[config.mk]
export PLATFORM = sky130hd
export DESIGN_NAME = fwd_stage
export DESIGN_NICKNAME = d
export VERILOG_FILES = /design/src/rtl/fwd_stage.sv
export SDC_FILE = /design/constraint.sdc
export NUM_CORES = 1
export LEC_CHECK = 0
export BUFFER_PORTS_ARGS = -buffer_cell sky130_fd_sc_hd__buf_4
export CELL_PAD_IN_SITES_DETAIL_PLACEMENT = 2
export CELL_PAD_IN_SITES_GLOBAL_PLACEMENT = 2
export CORE_UTILIZATION = 37
export CTS_BUF_LIST = sky130_fd_sc_hd__clkbuf_8
export CTS_CLUSTER_SIZE = 8
export DETAILED_ROUTE_END_ITERATION = 8
export PLACE_DENSITY = 0.78
export SYNTH_ARGS = -nofsm -noshare
export SYNTH_HDL_FRONTEND = slang
export SYNTH_SLANG_ARGS = --single-unit
[constraint.sdc]
create_clock -name clk -period 3.2 [get_ports clk]
set_input_delay 0.8 -clock clk [delete_from_list [all_inputs] [get_ports clk]]
set_output_delay 0.8 -clock clk [all_outputs]
set_load 0.1 [all_outputs]
[src/rtl/fwd_stage.sv]
// Buffered forwarding stage for one mesh direction: legal packets queue in a small FIFO,
// and the head leaves via the forward port (hop adjusted) or the local port. Optional: FWD_ERR_CNT_EN.
module fwd_stage #(
    parameter int PKT_W     = 16,
    parameter int HOP_LSB   = 8,
    parameter int HOP_W     = 4,
    parameter int DIR_NEG   = 0,
    parameter int DEPTH     = 4,
    parameter int ERR_CNT_W = 8
) (
    input  logic             clk,
    input  logic             rst,
    input  logic [PKT_W-1:0] in_pkt,
    input  logic             in_valid,
    output logic             in_ready,
    output logic [PKT_W-1:0] fwd_pkt,
    output logic             fwd_valid,
    input  logic             fwd_ready,
    output logic [PKT_W-1:0] loc_pkt,
    output logic             loc_valid,
    input  logic             loc_ready,
    output logic             err_pulse
`ifdef FWD_ERR_CNT_EN
    ,
    output logic [ERR_CNT_W-1:0] err_count
`endif
);

    localparam int PTR_W = $clog2(DEPTH);
    localparam int CNT_W = PTR_W + 1;
    localparam logic [PTR_W-1:0] PTR_ONE  = PTR_W'(1);
    localparam logic [CNT_W-1:0] CNT_ONE  = CNT_W'(1);
    localparam logic [CNT_W-1:0] CNT_FULL = CNT_W'(DEPTH);
    localparam logic [HOP_W-1:0] HOP_ONE  = HOP_W'(1);

    if (DEPTH < 2 || (DEPTH & (DEPTH - 1)) != 0 || HOP_LSB + HOP_W > PKT_W || ERR_CNT_W < 1)
    begin : g_bad_params
        $error("fwd_stage: illegal parameter combination");
    end

    // True when the hop value still points along this stage's direction.
    function automatic logic hop_fwd(input logic [HOP_W-1:0] h);
        if (DIR_NEG != 0)
            return h[HOP_W-1];
        else
            return !h[HOP_W-1] && (h != '0);
    endfunction

    logic [PKT_W-1:0] mem_reg [DEPTH];
    logic [PTR_W-1:0] wr_ptr_reg, wr_ptr_next;
    logic [PTR_W-1:0] rd_ptr_reg, rd_ptr_next;
    logic [CNT_W-1:0] count_reg, count_next;
    logic             err_pulse_reg;

    logic [HOP_W-1:0] in_hop;
    logic             in_legal;
    logic             accept;
    logic             push;
    logic             drop;
    logic             pop;
    logic             empty;
    logic [PKT_W-1:0] head;
    logic [HOP_W-1:0] head_hop;
    logic             head_local;

    assign in_hop   = in_pkt[HOP_LSB +: HOP_W];
    assign in_legal = (in_hop == '0) || hop_fwd(in_hop);
    assign in_ready = (count_reg != CNT_FULL);
    assign accept   = in_valid && in_ready;
    assign push     = accept && in_legal;
    assign drop     = accept && !in_legal;
    assign empty    = (count_reg == '0);

    // Only legal packets are stored, so a non-zero head hop is always a forward head.
    assign head       = mem_reg[rd_ptr_reg];
    assign head_hop   = head[HOP_LSB +: HOP_W];
    assign head_local = (head_hop == '0);
    assign pop        = !empty && (head_local ? loc_ready : fwd_ready);

    always_comb begin
        wr_ptr_next = wr_ptr_reg;
        rd_ptr_next = rd_ptr_reg;
        count_next  = count_reg;
        if (push)
            wr_ptr_next = wr_ptr_reg + PTR_ONE;
        if (pop)
            rd_ptr_next = rd_ptr_reg + PTR_ONE;
        case ({push, pop})
            2'b10:   count_next = count_reg + CNT_ONE;
            2'b01:   count_next = count_reg - CNT_ONE;
            default: count_next = count_reg;
        endcase
    end

    always_ff @(posedge clk) begin
        if (rst) begin
            wr_ptr_reg    <= '0;
            rd_ptr_reg    <= '0;
            count_reg     <= '0;
            err_pulse_reg <= 1'b0;
        end else begin
            wr_ptr_reg    <= wr_ptr_next;
            rd_ptr_reg    <= rd_ptr_next;
            count_reg     <= count_next;
            err_pulse_reg <= drop;
        end
    end

    always_ff @(posedge clk) begin
        if (push)
            mem_reg[wr_ptr_reg] <= in_pkt;
    end

    // HOP_W-bit wraparound gives the same bits as widening, adjusting and truncating.
    always_comb begin
        fwd_pkt   = '0;
        loc_pkt   = '0;
        fwd_valid = 1'b0;
        loc_valid = 1'b0;
        if (!empty) begin
            if (head_local) begin
                loc_valid = 1'b1;
                loc_pkt   = head;
            end else begin
                fwd_valid = 1'b1;
                fwd_pkt   = head;
                fwd_pkt[HOP_LSB +: HOP_W] = (DIR_NEG != 0) ? (head_hop + HOP_ONE)
                                                           : (head_hop - HOP_ONE);
            end
        end
    end

    assign err_pulse = err_pulse_reg;

`ifdef FWD_ERR_CNT_EN
    localparam logic [ERR_CNT_W-1:0] ERR_ONE = ERR_CNT_W'(1);
    logic [ERR_CNT_W-1:0] err_count_reg;

    always_ff @(posedge clk) begin
        if (rst)
            err_count_reg <= '0;
        else if (drop && (err_count_reg != '1))
            err_count_reg <= err_count_reg + ERR_ONE;
    end

    assign err_count = err_count_reg;
`endif

endmodule

==> results.md, run 1 <==
- The peak clock frequency supported by timing is 307 MHz.
- For met3 alone, demand over resource in global routing was 4.27%.
- The number of standard-cell rows in the floorplan is 33.
- The total power consumption of the routed design is 4.55 mW.
- The via count of the first global-routing pass is 2,206.
- After clock tree synthesis, the clock-pin slew on the worst setup and hold paths is 0.08 ns.
- The number of antenna diodes in the final layout is 0.
- Compared with the post-synthesis result, the final layout area differs by 43.1%.
- The signal on the critical path passes through mux4_2 -> inv_4 -> ha_4 -> and4_4 -> nor2_4 -> nor2_4 -> buf_6 -> and2_4 -> buf_12.
- The first-pass iteration count of the detailed router is 4.
- The number of failing hold endpoints at the final stage is 0.
- The slowest stage of the critical path is the mux4_2 cell.
- IR analysis of the VDD net gives a maximum drop of 576 uV.
- The most numerous cell type found on the critical path is nor2_4.
- For this design the ratio of total power to cell area is 1000 nW/um^2.
- The initial utilization of the core area, before any placement, comes to around two fifths.
- The weighted congestion reported at the end of routability-driven placement is 0.701.
- The sum of negative setup slack is -0.446 ns.
- Of all cell types, the one taking the most synthesized area is edfxtp_1.
- The die boundary height is 94.6 um.
- In this run the static leakage power is 1.68 nW.
- The met2 capacity usage during global routing is 34.8%.
- The class of the tightest hold or removal check is register to register.
- The cell class contributing the biggest share of worst-path delay is simple AND/OR/NAND/NOR gates.
- In this run the critical register-to-register path is captured at count_reg[2].
- STA classifies the critical path startpoint as a register.
- The final critical path takes up 102% of the cycle.
- The clock reaches the later pin of the worst-skew pair after 0.35 ns.
- The die outline area is 8950 sq um.
- The flow ran to the end, but the final reports show violations.
- The number of gates on the worst path with buffers counted is 9.
- For hold timing, the worst endpoint is count_reg[2].
- For this run, the post-layout net count is 307.
- The most used standard cell by instance count after synthesis is edfxtp_1.
- The maximum single-stage delay on the critical path is 0.54 ns.
- The layer flagged by global routing as most heavily used is met2.
- A synthesized cell averages 16.2 sq um.
- The maximum buffer depth of the clock tree is 2.
- The number of maximum-capacitance violations is 0.
- Counting instances, the worst hold path has a depth of 2.
- The library cell used as clock root buffer is clkbuf_8.
- The type of element capturing the critical path is an output port.
- The minimum clock period is 3.25 ns.
- The clock skew after layout is around 0.010 ns.
- Across all register-to-register paths, the minimum setup slack is 0.07 ns.
- For this block, the routed nets add up to 8740 um of wire.
- Measured along the x axis, the die boundary spans 94.6 um.
- The post-layout utilization of the core is 55.0%.
- The number of vias per cell after detailed routing is 5.06.
- The number of placed I/O pins is 57.
- For this run, the number of Yosys warnings is 0.
- The post-synthesis cell count is 196.
- In this run the number of H-tree levels came out at 3.
- The worst setup path is of the register to output port kind.
- The setup violation total in the final timing report is 12.
- Setup repair after global routing could not meet its margin everywhere.
- By count the netlist is led by edfxtp_1, and2_1, nor2_1, and3_1, mux4_2.
- The first global-routing pass estimated around 13,000 um of wire.
- The worst hold slack is 0.511 ns.
- The register with the most flip-flops in the layout has 64 of them.
- TritonCTS built the clock tree.
- Counting the buffers created by CTS gives 9.
- The initial antenna violation count is 0.
- Of the cells placed in the final design, the portion with a size suffix greater than 1 is approximately half.
- After detailed routing, the number of remaining DRC violations is 0.
- Summing every instance area after synthesis gives approximately 3200 sq um.
- The average wire length per cell after detail routing is roughly 23 um.
- The checks that failed: negative setup slack.
- The hold buffer count at CTS is 0.
- The maximum number of pins on one net before global-route repair is 17.
- By area the synthesized netlist is led by edfxtp_1, mux4_2, dfxtp_1.
- After layout, the worst setup slack is -0.0540 ns.
- The number of enable-type register cells in the synthesized netlist is 64.
- The critical path buffer and inverter count is 3.
- In this run the tool buffered the top-level ports with 54 buffer cells.
- The share of the Yosys chip area taken by registers is around 67%.
- The arrival time of the worst setup path is 2.45 ns.
- The share of the synthesized area in the top cell type is 60.6%.
- The total grt overflow is 0.
- The detail route stage leaves a number of antenna-violating nets equal to 0.
- For this block, the initial DRC count from the detailed router was 84.
- The hold path startpoint is count_reg[2].
- The largest fanout of any net on the critical path is 6.
- STA puts the critical path data required time at 2.40 ns.
- In the synthesized netlist the async set-or-reset flop fraction comes to 0%.
- Counting distinct cell types in the post-synthesis netlist gives 34.
- The number of clock sinks is 74.
- The number of vias after detailed routing is just under 2,000.
- The number of pins with negative max-slew slack in the final report is 0.
- For the worst flop-to-flop path, the logic depth is 14.
- The global-route usage over all layers is 20.2%.
- Counting flops and latches in the post-synthesis netlist gives 74.
- The met1 layer usage reported by global route is ~25%.
- The placeable core region is between 8000 and 9000 sq um.
- After legalization and detailed placement, the total HPWL measured 5450 um.
- The dominant register cell in the synthesized netlist is edfxtp_1.
-- repair_timing --
action / CTS / global route
pin swaps: 11 / 6
gates resized for setup: 47 / 54
hold endpoints to repair: 0 / 0
buffers inserted: 9 / 4
endpoints found under the setup margin: 32 / 33
cloned: 1 / 0
-- final cells by class --
class / count / area (sq um)
well taps: 105 / 131
inverters: 10 / 42.5
multi-input cells: 103 / 1110
repair buffers: 80 / 943
clock inverters: 7 / 62.6
fillers: 715 / 3720
flip-flops and latches: 74 / 2130
clock buffers: 9 / 124
-- how the worst max path moves through the flow --
stage | from | end
floorplan | register | loc_pkt[14]
global placement | register | loc_pkt[0]
detailed placement | register | loc_pkt[5]
CTS | register | loc_pkt[5]
global route | register | loc_pkt[3]
finish | mem_reg[3][8] | loc_pkt[3]
-- logic make-up (layout without fill, tap and decap cells) --
family / Yosys count / count (layout) / synth area share [%]
and+or+nand+nor: 59 / 59 / 10.6
other: 1 / 2 / 0.118
AOI/OAI and AO/OA: 5 / 5 / 1.06
buffers and inverters: 20 / 106 / 3.00
DFF: 74 / 74 / 66.9
adders and majority gates: 8 / 8 / 3.39
muxes: 24 / 24 / 13.6
xor gates and xnor gates: 5 / 5 / 1.38
-- per-stage QoR --
stage | setup WS [ns] | std cells | cell area (sq um)
5_1_grt | -0.142 | 388 | 4540
4_1_cts | -0.0508 | 384 | 4280
2_1_floorplan | -0.0792 | 197 | 3280
3_5_place_dp | 0.0374 | 358 | 3840
6_report | -0.0540 | 388 | 4540
3_3_place_gp | 0.134 | 358 | 3840
-- layer usage --
metal / vias to the layer above / part of all wire (%)
met4: 0 / 2.5
li1: 888 / -
met5: - / 0
met3: 15 / 2.0
met2: 41 / 54
met1: 1018 / 42
-- worst register-to-register path, delay by kind of cell, from the launching register on --
| kind | cells | cell delay, ns |
|---|---|---|
| AO/OA/AOI/OAI | 1 | 0.13 |
| XOR/XNOR | 1 | 0.16 |
| adder cells (fa/ha/maj) | 2 | 0.58 |
| buffers and inverters | 5 | 0.61 |
| flip-flops | 1 | 0.37 |
| multiplexers | 1 | 0.17 |
| AND/OR/NAND/NOR | 4 | 1.04 |
-- cell usage in the layout (no fill, tap or decap), drive strengths merged, types with 3 or more instances in the layout --
cell type  instances
nand2              4
and3              11
or3                3
nor3               5
edfxtp            64
clkinv             3
buf               80
xnor2              3
mux4              14
mux2               3
mux2i              7
and2              15
ha                 7
inv               12
nor2              15
clkbuf             9
dfxtp             10
-- report_power, final --
group / total, mW / internal, mW / switching, mW
combinational: 2.70 / 0.945 / 1.75
clock: 0.693 / 0.352 / 0.341
sequential: 1.16 / 1.12 / 0.0484
total: 4.55 / 2.41 / 2.14
Power figures use the tool's default switching activity.
==> inputs of run 2 (changes only) <==
==> constraint.sdc (replaced) <==
create_clock -name clk -period 2.7 [get_ports clk]
set_input_delay 0.675 -clock clk [delete_from_list [all_inputs] [get_ports clk]]
set_output_delay 0.675 -clock clk [all_outputs]
set_load 0.1 [all_outputs]
==> run 2 against run 1 <==
Against the previous run: the flow still finishes with violations (negative setup slack); first-iteration DRC count increased by 86%; routed wire length increased by 31%; critical path depth unchanged; flip-flop and latch count unchanged; largest cell class unchanged; highest routed layer unchanged.
==> results.md, run 2 (same netlist as run 1, synthesis figures left out) <==
- The number of vias after detailed routing is 2,137 (+8.9%).
- The number of pins with negative max-slew slack in the final report came to 0 (unchanged).
- The count of port buffers added during placement came to 54 (unchanged).
- The peak clock frequency supported by timing is 311 MHz.
- The worst reg2reg path depth is 13 (-1).
- The library cell used as clock root buffer is clkbuf_8.
- The maximum buffer depth of the clock tree came to 2 (unchanged).
- The setup violation total in the final timing report came to 36 (+24).
- The number of standard-cell rows in the floorplan was 33 (unchanged).
- The worst hold slack is 0.507 ns (-0.00400 ns).
- The count of nets left with antenna violations after detail routing is 0 (unchanged).
- The share of post-route cells with drive strength above 1 is 57.4% (+5.4 points).
- The maximum number of pins on one net before global-route repair is 17 (unchanged).
- The number of design rule violations left after detail routing is 0 (unchanged).
- The clock skew after layout is 0.0116 ns (+0.00110 ns).
- The number of maximum-capacitance violations is 0 (unchanged).
- The worst hold path depth was 1 (-1).
- The worst setup path is of the register to output port kind.
- The post-route cell area is 4710 sq um (+3.7%).
- The total power divided by cell area is 1230 nW/um^2 (+23%).
- The hold buffer count at CTS came to 0 (unchanged).
- The flip-flop count of the largest register after layout is 64 (unchanged).
- The number of buffers added by the clock tree synthesis step is 9 (unchanged).
- The via count of the first global-routing pass is 2,291 (+3.9%).
- The final critical-path setup slack is -0.519 ns (-0.465 ns).
- The required time of the critical path was 2.03 ns (-0.37 ns).
- STA classifies the critical path endpoint as an output port.
- Setup repair after global routing could not meet its margin everywhere.
- The total grt overflow is 0 (unchanged).
- Dividing the final minimum period by the clock period gives 119%.
- The count of routing violations after the opening detailed-route iteration came to 156 (+86%).
- In this run the tightest slew margin relative to its limit is a little over half.
- The number of clock sinks is 74 (unchanged).
- For the pin with the worst max-slew slack, the measured transition is about 0.68 ns.
- The H-tree level count was 3 (unchanged).
- The placeable core region is 8260 sq um (unchanged).
- The final reports fail on negative setup slack.
- The first-pass GRT wire length is 15,600 um (+24%).
- The antenna cell count was 0 (unchanged).
- The largest fanout of any net on the critical path came to 6 (unchanged).
- The number of failing hold endpoints at the final stage is 0 (unchanged).
- The initial antenna violation count came to 0 (unchanged).
- The class of the tightest hold or removal check is input port to register.
- The starting density of the core is 38.4% (unchanged).
- The number of placed I/O pins is 57 (unchanged).
- The clock insertion delay at the later pin of the skew report is 0.37 ns (+0.02 ns).
- The flow ran to the end, but the final reports show violations.
- The average wire length per cell after detail routing came to 28.9 um (+28%).
- The die boundary height came to 94.6 um (unchanged).
- The number of vias per cell after detailed routing is 5.40 (+6.7%).
- The static leakage came to 1.74 nW (+4.0%).
- The width of the chip is 94.6 um (unchanged).
- The arrival time of the worst setup path is 2.54 ns (+0.09 ns).
- The final cell count without fillers came to 396 (+2.1%).
- The placed cell count is 367 (+2.5%).
- The routed wire length is 11,400 um (+31%).
- The smallest clock period supported by the final layout is computed as about 3.2 ns.
- In the layout the commonest cells are edfxtp_1, buf_4, buf_12.
- The maximum ir drop on the vdd rail came to 657 uV (+14%).
- The die outline area is 8950 sq um (unchanged).
- The weighted congestion reported at the end of routability-driven placement came to 0.727 (+3.6%).
- The number of nets in the layout was 315 (+2.6%).
- The hold path startpoint is in_pkt[12].
- The leading cell type in the layout, fill and taps excluded is edfxtp_1.
- The start point of the critical path is mem_reg[2][8].
- Compared with the post-synthesis result, the final layout area differs by 48.4%.
- The placed wire-length estimate after detailed placement came to 5760 um (+5.8%).
- In this run the critical register-to-register path is launched from mem_reg[2][8].
- The clock input transition at the sequential cells of the worst setup and hold paths was 0.08 ns (about the same).
- The first-pass iteration count of the detailed router was 4 (unchanged).
- The global-route usage over all layers is 26.1% (+5.9 points).
- The clock tree from TritonCTS is built.
- The post-place instance area is 3970 sq um (+3.5%).
- STA classifies the critical path startpoint as a register.
-- run 2: cell types whose count changed in the layout (fill, tap and decap cells not counted), sizes merged --
cell | previous run | this run
buf | 80 | 88
bufinv | 1 | 0
clkinv | 3 | 2
inv | 12 | 14
-- run 2: layout make-up --
cell class              instances  area [sq um]
multi-input cells             103          1170
well taps                     105           131
fillers                       694          3550
clock inverters                 7          58.8
repair buffers                 88          1060
inverters                      10          40.0
flip-flops and latches         74          2130
clock buffers                   9           124
-- run 2: per-stage QoR --
stage	utilization [%]	worst slack, ns	total power, mW	setup TNS [ns]
floorplan	-	-0.472	3.50	-6.24
global route	57.0	-0.554	5.98	-17.78
CTS	55.7	-0.445	5.46	-13.62
detailed placement	48.1	-0.199	4.19	-2.70
global placement	48.1	-0.0657	4.12	-0.731
finish	57.0	-0.519	5.81	-16.46
-- run 2: power by group --
| part | switching, mW | internal [mW] | total (mW) |
|---|---|---|---|
| logic | 2.28 | 1.29 | 3.57 |
| registers | 0.0747 | 1.32 | 1.40 |
| clock network | 0.485 | 0.350 | 0.835 |
-- run 2: timing repair --
action / CTS / global route
gates cloned: 1 / 0
pin swaps: 9 / 1
resized for setup: 98 / 15
buffers inserted: 7 / 5
setup endpoints to repair: 33 / 36
-- run 2: routing by layer --
| layer | GRT usage, % | part of all wire (%) |
|---|---|---|
| met4 | 11.1 | 3.7 |
| met5 | 0 | 0 |
| met1 | 32.5 | 39 |
| met2 | 45.0 | 53 |
| met3 | 4.19 | 5.0 |
-- run 2: final timing paths --
| check | endpoint | slack [ns] |
|---|---|---|
| setup / recovery | loc_pkt[7] | -0.52 |
| hold / removal | mem_reg[0][12] | 0.51 |
| setup reg to reg | count_reg[2] | -0.47 |
| hold reg to reg | wr_ptr_reg[1] | 0.58 |
-- run 2: worst max-delay path, cell delays in order, from the launching register on --
cell      delay (ns)
edfxtp_1        0.43
mux4_2          0.55
inv_4           0.10
ha_4            0.14
and4b_4         0.28
nor2_4          0.07
nor2_4          0.12
buf_6           0.14
and2_4          0.16
buf_12          0.17
==> inputs of run 3 (changes only) <==
==> config.mk (replaced) <==
export PLATFORM = sky130hd
export DESIGN_NAME = fwd_stage
export DESIGN_NICKNAME = d
export VERILOG_FILES = /design/src/rtl/fwd_stage.sv
export SDC_FILE = /design/constraint.sdc
export NUM_CORES = 1
export LEC_CHECK = 0
export BUFFER_PORTS_ARGS = -buffer_cell sky130_fd_sc_hd__buf_2
export CAP_MARGIN = 20
export CELL_PAD_IN_SITES_DETAIL_PLACEMENT = 2
export CELL_PAD_IN_SITES_GLOBAL_PLACEMENT = 2
export CORE_UTILIZATION = 36
export CTS_BUF_LIST = sky130_fd_sc_hd__clkbuf_8
export CTS_CLUSTER_SIZE = 8
export DETAILED_ROUTE_END_ITERATION = 8
export PLACE_DENSITY = 0.76
export SYNTH_ARGS = -nofsm -noshare
export SYNTH_HDL_FRONTEND = slang
export SYNTH_SLANG_ARGS = --single-unit
==> run 3 against run 2 <==
Against the previous run: the flow still finishes with violations (negative setup slack); critical path depth unchanged; clock skew decreased by 0.0044 ns; register-to-register slack improved by 0.08 ns; design area decreased by 1.4%; critical path type unchanged.
==> results.md, run 3 (same netlist as run 1, synthesis figures left out) <==
- The run finished, with violations left.
- The final reports fail on negative setup slack.
- The maximum ir drop on the vdd rail is 698 uV (+6.1%).
- The number of fillers in the final layout was 749 (+7.9%).
- The maximum buffer depth of the clock tree is 2 (unchanged).
- The flip-flop count of the largest register after layout came to 64 (unchanged).
- The class of the tightest hold or removal check is input port to register.
- The final critical-path setup slack is -0.413 ns (+0.106 ns).
- The type of element capturing the critical path is an output port.
- The H-tree level count is 3 (unchanged).
- The switching part of the total power is 46.8% (-2.1 points).
- The minimum clock period came to 3.11 ns (-0.106 ns).
- The antenna cell count is 0 (unchanged).
- The weighted congestion reported at the end of routability-driven placement is 0.724 (-0.41%).
- The clock skew after layout is 0.00714 ns (-0.00443 ns).
- The setup violation total in the final timing report is 34 (-5.6%).
- The placeable core region was 8380 sq um (+1.5%).
- The static leakage is 1.68 nW (-3.4%).
- The worst reg2reg path depth is 13 (unchanged).
- The combinational cell fraction of total power came to 61.8% (+0.3 points).
- The layout-stage area growth over the synthesis result is 46.3%.
- The clock insertion delay at the later pin of the skew report came to 0.35 ns (-0.02 ns).
- The end of the worst register-to-register path is count_reg[2].
- The required time of the critical path is 2.03 ns (about the same).
- The initial antenna violation count is 0 (unchanged).
- The share of the clock period used by the worst path is 115% (-3.9 points).
- The count of port buffers added during placement was 54 (unchanged).
- The width of the chip is 95.9 um (+1.3%).
- The average wire length per cell after detail routing is 21.1 um (-27%).
- In the layout the commonest cells are edfxtp_1, buf_12, buf_4.
- The origin of the critical flop-to-flop path is mem_reg[0][9].
- The number of placed I/O pins came to 57 (unchanged).
- The peak clock frequency supported by timing is 321 MHz (+3.4%).
- By startpoint and endpoint, the worst setup path is classified as register to output port.
- The number of standard-cell rows in the floorplan is 33 (unchanged).
- The via count of the first global-routing pass is 2,061 (-10%).
- The share of total power in sequential cells is 24.9% (+0.8 points).
- The internal power is 2.95 mW (-0.45%).
- In this run the most critical hold path is launched from in_pkt[2].
- The library cell used as clock root buffer is clkbuf_8.
- The total power divided by cell area is 1200 nW/um^2 (-3.0%).
- The maximum number of pins on one net before global-route repair is 17 (unchanged).
- The post-layout utilization of the core is 55.4% (-1.6 points).
- The setup slack of the worst register-to-register path is -0.39 ns (+0.08 ns).
- The total grt overflow is 0 (unchanged).
- The leading cell type in the layout, fill and taps excluded is edfxtp_1.
- The number of design rule violations left after detail routing is 0 (unchanged).
- The number of vias per cell after detailed routing is 4.99 (-7.6%).
- The net switching power came to 2.60 mW (-8.6%).
- The number of clock sinks is 74 (unchanged).
- The clock network power share came to 13.3% (-1.1 points).
- The placed wire-length estimate after detailed placement is 5830 um (+1.2%).
- The number of vias after detailed routing came to 1,945 (-9.0%).
- The die outline area is 9190 sq um (+2.7%).
- The clock input transition at the sequential cells of the worst setup and hold paths is 0.07 ns (about the same).
- The first-pass iteration count of the detailed router is 4 (unchanged).
- Setup repair after global routing could not meet its margin everywhere.
- The worst hold path terminates at mem_reg[3][2].
- The clock tree from TritonCTS is built.
- The number of nets in the layout came to 310 (-1.6%).
- The worst hold path depth is 1 (unchanged).
- STA classifies the critical path startpoint as a register.
- The number of maximum-capacitance violations is 0 (unchanged).
- The count of nets left with antenna violations after detail routing was 0 (unchanged).
- The worst slack at placement is -0.300 ns (-0.101 ns).
- The number of failing hold endpoints at the final stage is 0 (unchanged).
- The die boundary height was 95.9 um (+1.3%).
- The share of post-route cells with drive strength above 1 is 55.4% (-1.9 points).
- The hold buffer count at CTS was 0 (unchanged).
- The arrival time of the worst setup path came to 2.44 ns (-0.10 ns).
- The routed wire length is 8230 um (-28%).
- The number of buffers added by the clock tree synthesis step is 9 (unchanged).
- The largest fanout of any net on the critical path is 6 (unchanged).
- The starting density of the core came to 37.9% (-0.57 points).
- The first-pass GRT wire length is 12,700 um (-19%).
- The global-route usage over all layers is 20.3% (-5.8 points).
- The count of routing violations after the opening detailed-route iteration is 65 (-58%).
- The number of pins with negative max-slew slack in the final report was 0 (unchanged).
[run 3: changes by cell type in the layout (fill, tap and decap cells not counted), moves of 2 or more]
cell     change
and3_2       -7
mux2i_1      +2
buf_6        +2
and3_4       +7
buf_4       -29
buf_8        -5
buf_2       +22
buf_12       +5
mux2i_2      -2
inv_6        -2
[run 3: worst max-delay path by stage]
| stage | startpoint | endpoint | slack [ns] | cells after the start |
|---|---|---|---|---|
| floorplan | register | loc_pkt[14] | -0.47 | 8 |
| global placement | register | count_reg[2] | -0.07 | 12 |
| detailed placement | register | count_reg[2] | -0.30 | 12 |
| CTS | mem_reg[0][9] | loc_pkt[3] | -0.43 | 9 |
| global route | mem_reg[0][9] | loc_pkt[0] | -0.49 | 9 |
| finish | mem_reg[0][9] | loc_pkt[3] | -0.41 | 9 |
[run 3: area by class of cell]
cell class	instances	area (sq um)	area share [%]
sequential	74	2130	45.8
timing repair buffer	83	996	21.5
tap	105	131	2.83
multi-input combinational	103	1180	25.4
clock inverter	6	42.5	0.916
inverter	10	42.5	0.916
clock buffer	9	124	2.67
[run 3: worst max-delay path, cell delays in order (launching register included)]
cell and delay [ns]:
edfxtp_1 0.44, mux4_2 0.51, inv_2 0.10, ha_4 0.13, and4b_4 0.25, nor2_4 0.06, nor2_4 0.13, buf_6 0.14
and2_4 0.15, buf_12 0.16
[run 3: stage by stage]
step	power (mW)	cells	hold slack (ns)	instance area [sq um]	setup TNS [ns]
finish	5.55	390	0.544	4640	-12.21
global route	5.76	390	0.523	4640	-14.61
CTS	5.57	388	0.518	4620	-12.22
detailed placement	4.71	367	0.567	4330	-1.85
global placement	4.63	367	0.503	4330	-0.0709
floorplan	3.50	197	0.476	3340	-6.24
[run 3: metal layers]
metal	GRT usage, %	vias up	part of all wire, %
met1	26.7	998	43
met5	0	-	0
met3	2.21	5	2.8
met4	9.33	0	0.96
li1	-	898	-
met2	33.8	44	53
[run 3: timing repair]
action                     CTS  global route
setup endpoints to repair   34            34
pin swaps                   12             2
setup buffers                6             2
cloned                       1             0
gates resized for setup     24             3
[run 3: power groups by stage]
stage	Combinational [mW]	Clock, mW	Sequential [mW]
CTS	3.42	0.766	1.38
finish	3.43	0.737	1.38
global placement	3.24	0	1.39
detailed placement	3.30	0	1.41
floorplan	2.12	0	1.38
global route	3.56	0.802	1.39
